[src/rtl/risc_controller.sv]
// risc_controller: 8-phase fetch/execute sequencer for the 8-bit RISC core.
//   Inputs : clk, rst (async, active high), opcode[2:0] (IR opcode field),
//            zero (accumulator-is-zero), go (resume request while halted).
//   Outputs: sel, rd, ld_ir, inc_pc, ld_pc, ld_ac, wr, data_e (datapath
//            strobes), halt, phase[2:0], instr_cnt[CNT_WIDTH-1:0].
// Phases 0-3 fetch the instruction, 4 bumps the PC, 5-7 execute. Strobes are
// decoded combinationally from the phase, latched opcode and halt flag.
module risc_controller #(
  parameter int CNT_WIDTH = 16
) (
  input  logic                 clk,
  input  logic                 rst,
  input  logic [2:0]           opcode,
  input  logic                 zero,
  input  logic                 go,
  output logic                 sel,
  output logic                 rd,
  output logic                 ld_ir,
  output logic                 inc_pc,
  output logic                 ld_pc,
  output logic                 ld_ac,
  output logic                 wr,
  output logic                 data_e,
  output logic                 halt,
  output logic [2:0]           phase,
  output logic [CNT_WIDTH-1:0] instr_cnt
);

  typedef enum logic [2:0] {
    OP_HLT = 3'b000, OP_SKZ = 3'b001, OP_ADD = 3'b010, OP_AND = 3'b011,
    OP_XOR = 3'b100, OP_LDA = 3'b101, OP_STO = 3'b110, OP_JMP = 3'b111
  } op_e;

  logic [2:0]           phase_q, phase_d;
  logic                 halted_q, halted_d;
  op_e                  op_q, op_d;
  logic [CNT_WIDTH-1:0] cnt_q, cnt_d;

  logic is_hlt, is_skz, is_sto, is_jmp, is_alu;

  assign is_hlt = (op_q == OP_HLT);
  assign is_skz = (op_q == OP_SKZ);
  assign is_sto = (op_q == OP_STO);
  assign is_jmp = (op_q == OP_JMP);
  assign is_alu = (op_q == OP_ADD) || (op_q == OP_AND) ||
                  (op_q == OP_XOR) || (op_q == OP_LDA);

  // Next state
  always_comb begin
    phase_d  = phase_q + 3'd1;
    halted_d = halted_q;
    op_d     = op_q;
    cnt_d    = cnt_q;
    // opcode is only trusted on the edge closing phase 3 (IR load complete)
    if (phase_q == 3'd3) op_d = op_e'(opcode);
    if (halted_q) begin
      // parked in phase 4; go resumes straight into the execute phases
      if (go) begin
        halted_d = 1'b0;
        phase_d  = 3'd5;
      end else begin
        phase_d  = 3'd4;
      end
    end else if (phase_q == 3'd4 && is_hlt) begin
      halted_d = 1'b1;
      phase_d  = 3'd4;
    end
    if (phase_q == 3'd7) cnt_d = cnt_q + 1'b1;
  end

  always_ff @(posedge clk or posedge rst) begin
    if (rst) begin
      phase_q  <= 3'd0;
      halted_q <= 1'b0;
      op_q     <= OP_HLT;
      cnt_q    <= '0;
    end else begin
      phase_q  <= phase_d;
      halted_q <= halted_d;
      op_q     <= op_d;
      cnt_q    <= cnt_d;
    end
  end

  // Strobe decode
  always_comb begin
    sel    = 1'b0;
    rd     = 1'b0;
    ld_ir  = 1'b0;
    inc_pc = 1'b0;
    ld_pc  = 1'b0;
    ld_ac  = 1'b0;
    wr     = 1'b0;
    data_e = 1'b0;
    halt   = 1'b0;
    case (phase_q)
      3'd0: sel = 1'b1;
      3'd1: begin sel = 1'b1; rd = 1'b1; end
      3'd2, 3'd3: begin sel = 1'b1; rd = 1'b1; ld_ir = 1'b1; end
      // PC bumps only on entry to phase 4, so a parked HLT advances it once
      3'd4: begin inc_pc = !halted_q; halt = is_hlt; end
      3'd5: rd = is_alu;
      3'd6: begin
        rd     = is_alu;
        inc_pc = is_skz & zero;
        ld_pc  = is_jmp;
        data_e = is_sto;
      end
      default: begin
        rd     = is_alu;
        ld_ac  = is_alu;
        ld_pc  = is_jmp;
        wr     = is_sto;
        data_e = is_sto;
      end
    endcase
  end

  assign phase     = phase_q;
  assign instr_cnt = cnt_q;

endmodule

[config.mk]
export PLATFORM = sky130hd
export DESIGN_NAME = risc_controller
export DESIGN_NICKNAME = d
export VERILOG_FILES = /design/src/rtl/risc_controller.sv
export SDC_FILE = /design/constraint.sdc
export NUM_CORES = 1
export LEC_CHECK = 0
export ABC_AREA = 0
export CAP_MARGIN = 40
export CORE_MARGIN = 2
export CORE_UTILIZATION = 45
export DETAILED_ROUTE_END_ITERATION = 6
export PLACE_DENSITY = 0.82
export SYNTH_ARGS = -nofsm -noshare
export SYNTH_HDL_FRONTEND = slang
export SYNTH_SLANG_ARGS = --single-unit
[constraint.sdc]
create_clock -name clk -period 2 [get_ports clk]
set_input_delay 0.4 -clock clk [delete_from_list [all_inputs] [get_ports clk]]
set_output_delay 0.4 -clock clk [all_outputs]
set_load 0.05 [all_outputs]
==> impl_metrics.yaml <==
timing:
  finClkSkew_ns: 0.002064
  period_minus_slack_ns: 2.071
  tightest_slew_ns: 0.5123
  slew_headroom: 0.6579
  hold_viol: 0
  setup_viol: 4
  rsz0062_at_grt: "yes"
  timing_max_transition_violations_final: 0
  setup_ws_ns: -0.07124
  timing.fmax_mhz: 482.8
  fin_crit_sh: 1.036
run_status:
  status: "complete, but fails checks"
  violations: "negative setup slack"
grt:
  antenna_found_initial: 0
  grt_usage: 0.1907
  grt_pass1_vias: 996
  grt.overflow.total: 0
  grt_pass1_wl_mm: 4.767
  grt_max_degree: 14
critical_path:
  crit_slowest_cell: "dfrtp_2"
  worstPathRequired_ns: 1.60
  cp_max_fo: 4
  crit_chain: "inv_2 -> ha_4 -> a211o_4 -> nor3_4 -> buf_12"
  start_kind: "register"
  slowest_delay_ns: 0.46
  crit_path_end_kind: "primary output"
  worstPathArrival_ns: 1.67
  crit_type: "register to primary output"
final_layout:
  fin_util: 0.7579
  drive_gt1_frac: 0.4314
  fin_area_mm2: 0.001912
  fin_cells: 183
  diodes: 0
  fillCellCount: 162
  fin_nets: 171
  areaGrowthSynthToFinish_pct: 55.92
synthesis:
  async_flop_share: 1.000
  yosys_warnings: 0
  ys_seq_area_frac: 0.4694
  syn_area_mm2: 0.001226
  syn_avg_cell_area_um2: 11.68
  ys_seq_elements: 23
  yosys.cell_types.count: 26
  synth_edf_count: 0
  syn-instance-count: 105
  ys.flop_type: "dfrtp_1"
  syn-num-nets: 122
detailed_routing:
  drc: 0
  wire_per_inst_um: 16.00
  vias: 969
  final_antenna_net_count: 0
  wl_mm: 2.928
  first_pass_iters: 4
  drt_iter0_drc: 9
  viasPerCell: 5.295
place:
  gp_congestion: 0.7228
  dpl-instance-area_mm2: 0.001695
  numPortBuffers: 34
  place_hpwl_mm: 2.013
  pre_cts_ws_ns: 0.09935
  place_inst: 169
clock_network:
  htreeDepth: 1
  clkLatencyLatePin_ns: 0.31
  cts-root-buf: "clkbuf_4"
  cts_sinks: 23
  clockBufferDepth: 2
  numCtsBuffers: 3
  path_clk_slew_ns: 0.12
  cts_tree: "built"
floorplanning:
  die_w_um: 56.20
  num_rows: 18
  die-area_mm2: 0.003158
  boundaryPins: 35
  start_util: 0.4861
  core-area_mm2: 0.002522
  dieHeight_um: 56.20
pwr:
  ir_worst_vdd_uv: 1350
  power_leakage_nw: 0.9847
  power_density_mw_per_mm2: 1620
worst_hold_path:
  hold_path.class: "input port to async pin"
flow_run:
  max_cap_violations: 0
[synthesized netlist by cell type, types with 2 or more instances]
cell     count  share of area
mux2_2       5          0.046
nand4_4      2          0.035
dfrtp_1     23           0.47
xnor2_1      8          0.057
inv_1        8          0.024
nand4_1      4          0.020
nor4_1       2          0.010
nor3_1       3          0.012
nand2_1      7          0.021
nor2_1       5          0.015
nand3_1      2         0.0082
a21oi_1      2         0.0082
xor2_1       8          0.057
ha_1        10           0.10
nor3b_1      2          0.012
nor4_2       4          0.041
[final cells by class]
| class | instances | area [um2] | share of cell area |
|---|---|---|---|
| Multi-Input combinational cell | 73 | 729.5 | 0.3815 |
| Sequential cell | 23 | 579.3 | 0.3030 |
| Timing Repair Buffer | 45 | 506.7 | 0.2651 |
| Tap cell | 30 | 37.54 | 0.01963 |
| Inverter | 8 | 32.53 | 0.01702 |
| Clock buffer | 4 | 26.28 | 0.01374 |
[state kept, by name, indices dropped and copies added (netlist names)]
| name | cells |
|---|---|
| op_q | 3 |
| phase | 3 |
| halted_q | 1 |
| instr_cnt | 16 |
[cells in the final DEF, fill, tap and decap left out, types with 2 or more instances in the layout]
cell type	n
xor2_1	8
clkdlybuf4s50_1	7
ha_1	4
buf_4	18
nor4_2	6
nor2_1	4
nand4_4	2
inv_2	2
clkbuf_4	3
dfrtp_2	3
ha_2	3
inv_1	5
nand2_1	7
dlymetal6s2s_1	8
dlygate4sd2_1	3
xnor2_1	8
ha_4	3
mux2_2	5
dfrtp_1	20
nand3_1	2
nand4_1	4
buf_12	8
nor3_1	2
[worst paths after layout]
| path | startpoint | endpoint | slack [ns] | cells after the start |
|---|---|---|---|---|
| max | phase[1] | wr | -0.07 | 5 |
| min | rst | op_q[2] | 0.36 | 2 |
| max reg2reg | phase[0] | instr_cnt[13] | 0.23 | 6 |
| min reg2reg | instr_cnt[15] | instr_cnt[15] | 0.49 | 1 |
| max in group asynchronous | rst | instr_cnt[4] | 1.13 | 3 |
| min in group clk | instr_cnt[15] | instr_cnt[15] | 0.49 | 1 |
[kinds of logic after synthesis]
group	count (synthesis)	synth area share
muxes	5	0.04592
and+or+nand+nor	37	0.2153
adders and majority gates	10	0.1020
AOI/OAI and AO/OA	5	0.02551
xor gates and xnor gates	16	0.1143
buffers and inverters	9	0.02755
DFF	23	0.4694
[where the power goes]
part           leakage (nW)  internal, mW  switching [mW]  total [mW]
logic                 0.673         0.945            1.17        2.12
registers             0.297         0.588           0.177       0.766
clock network        0.0150        0.0780           0.135       0.213
[stage by stage]
stage / power (mW) / hold WS (ns) / TNS (ns)
4_1_cts: 2.921 / 0.3721 / -0.2115
3_3_place_gp: 2.453 / 0.4714 / 0
5_1_grt: 3.261 / 0.3666 / -0.5385
6_report: 3.097 / 0.3566 / -0.1280
3_5_place_dp: 2.511 / 0.4685 / 0
2_1_floorplan: 1.850 / 0.4017 / -0.3422
[per-layer routing]
metal  share of wire  vias to the layer above  global-route usage
li1                -                      463                   -
met1            0.39                      469              0.2207
met2            0.55                       30              0.3513
met5               0                        -                   0
met4           0.019                        0             0.06122
met3           0.041                        7             0.03488
[worst max-delay path: cells and delay by family (launching register included)]
family,cells,cell delay [ns]
flip-flops,1,0.46
AO/OA/AOI/OAI,1,0.29
buffers and inverters,2,0.25
adder cells (fa/ha/maj),1,0.20
AND/OR/NAND/NOR,1,0.15
[what timing repair did]
item                       4_1_cts  5_1_grt
gates resized for setup         15       20
pin swaps                        4        7
hold endpoints to repair         0        0
hold buffers                     0        0
buffers inserted                 7        3
setup endpoints to repair        5       17
Note: power is estimated with default switching activity, not from simulation.
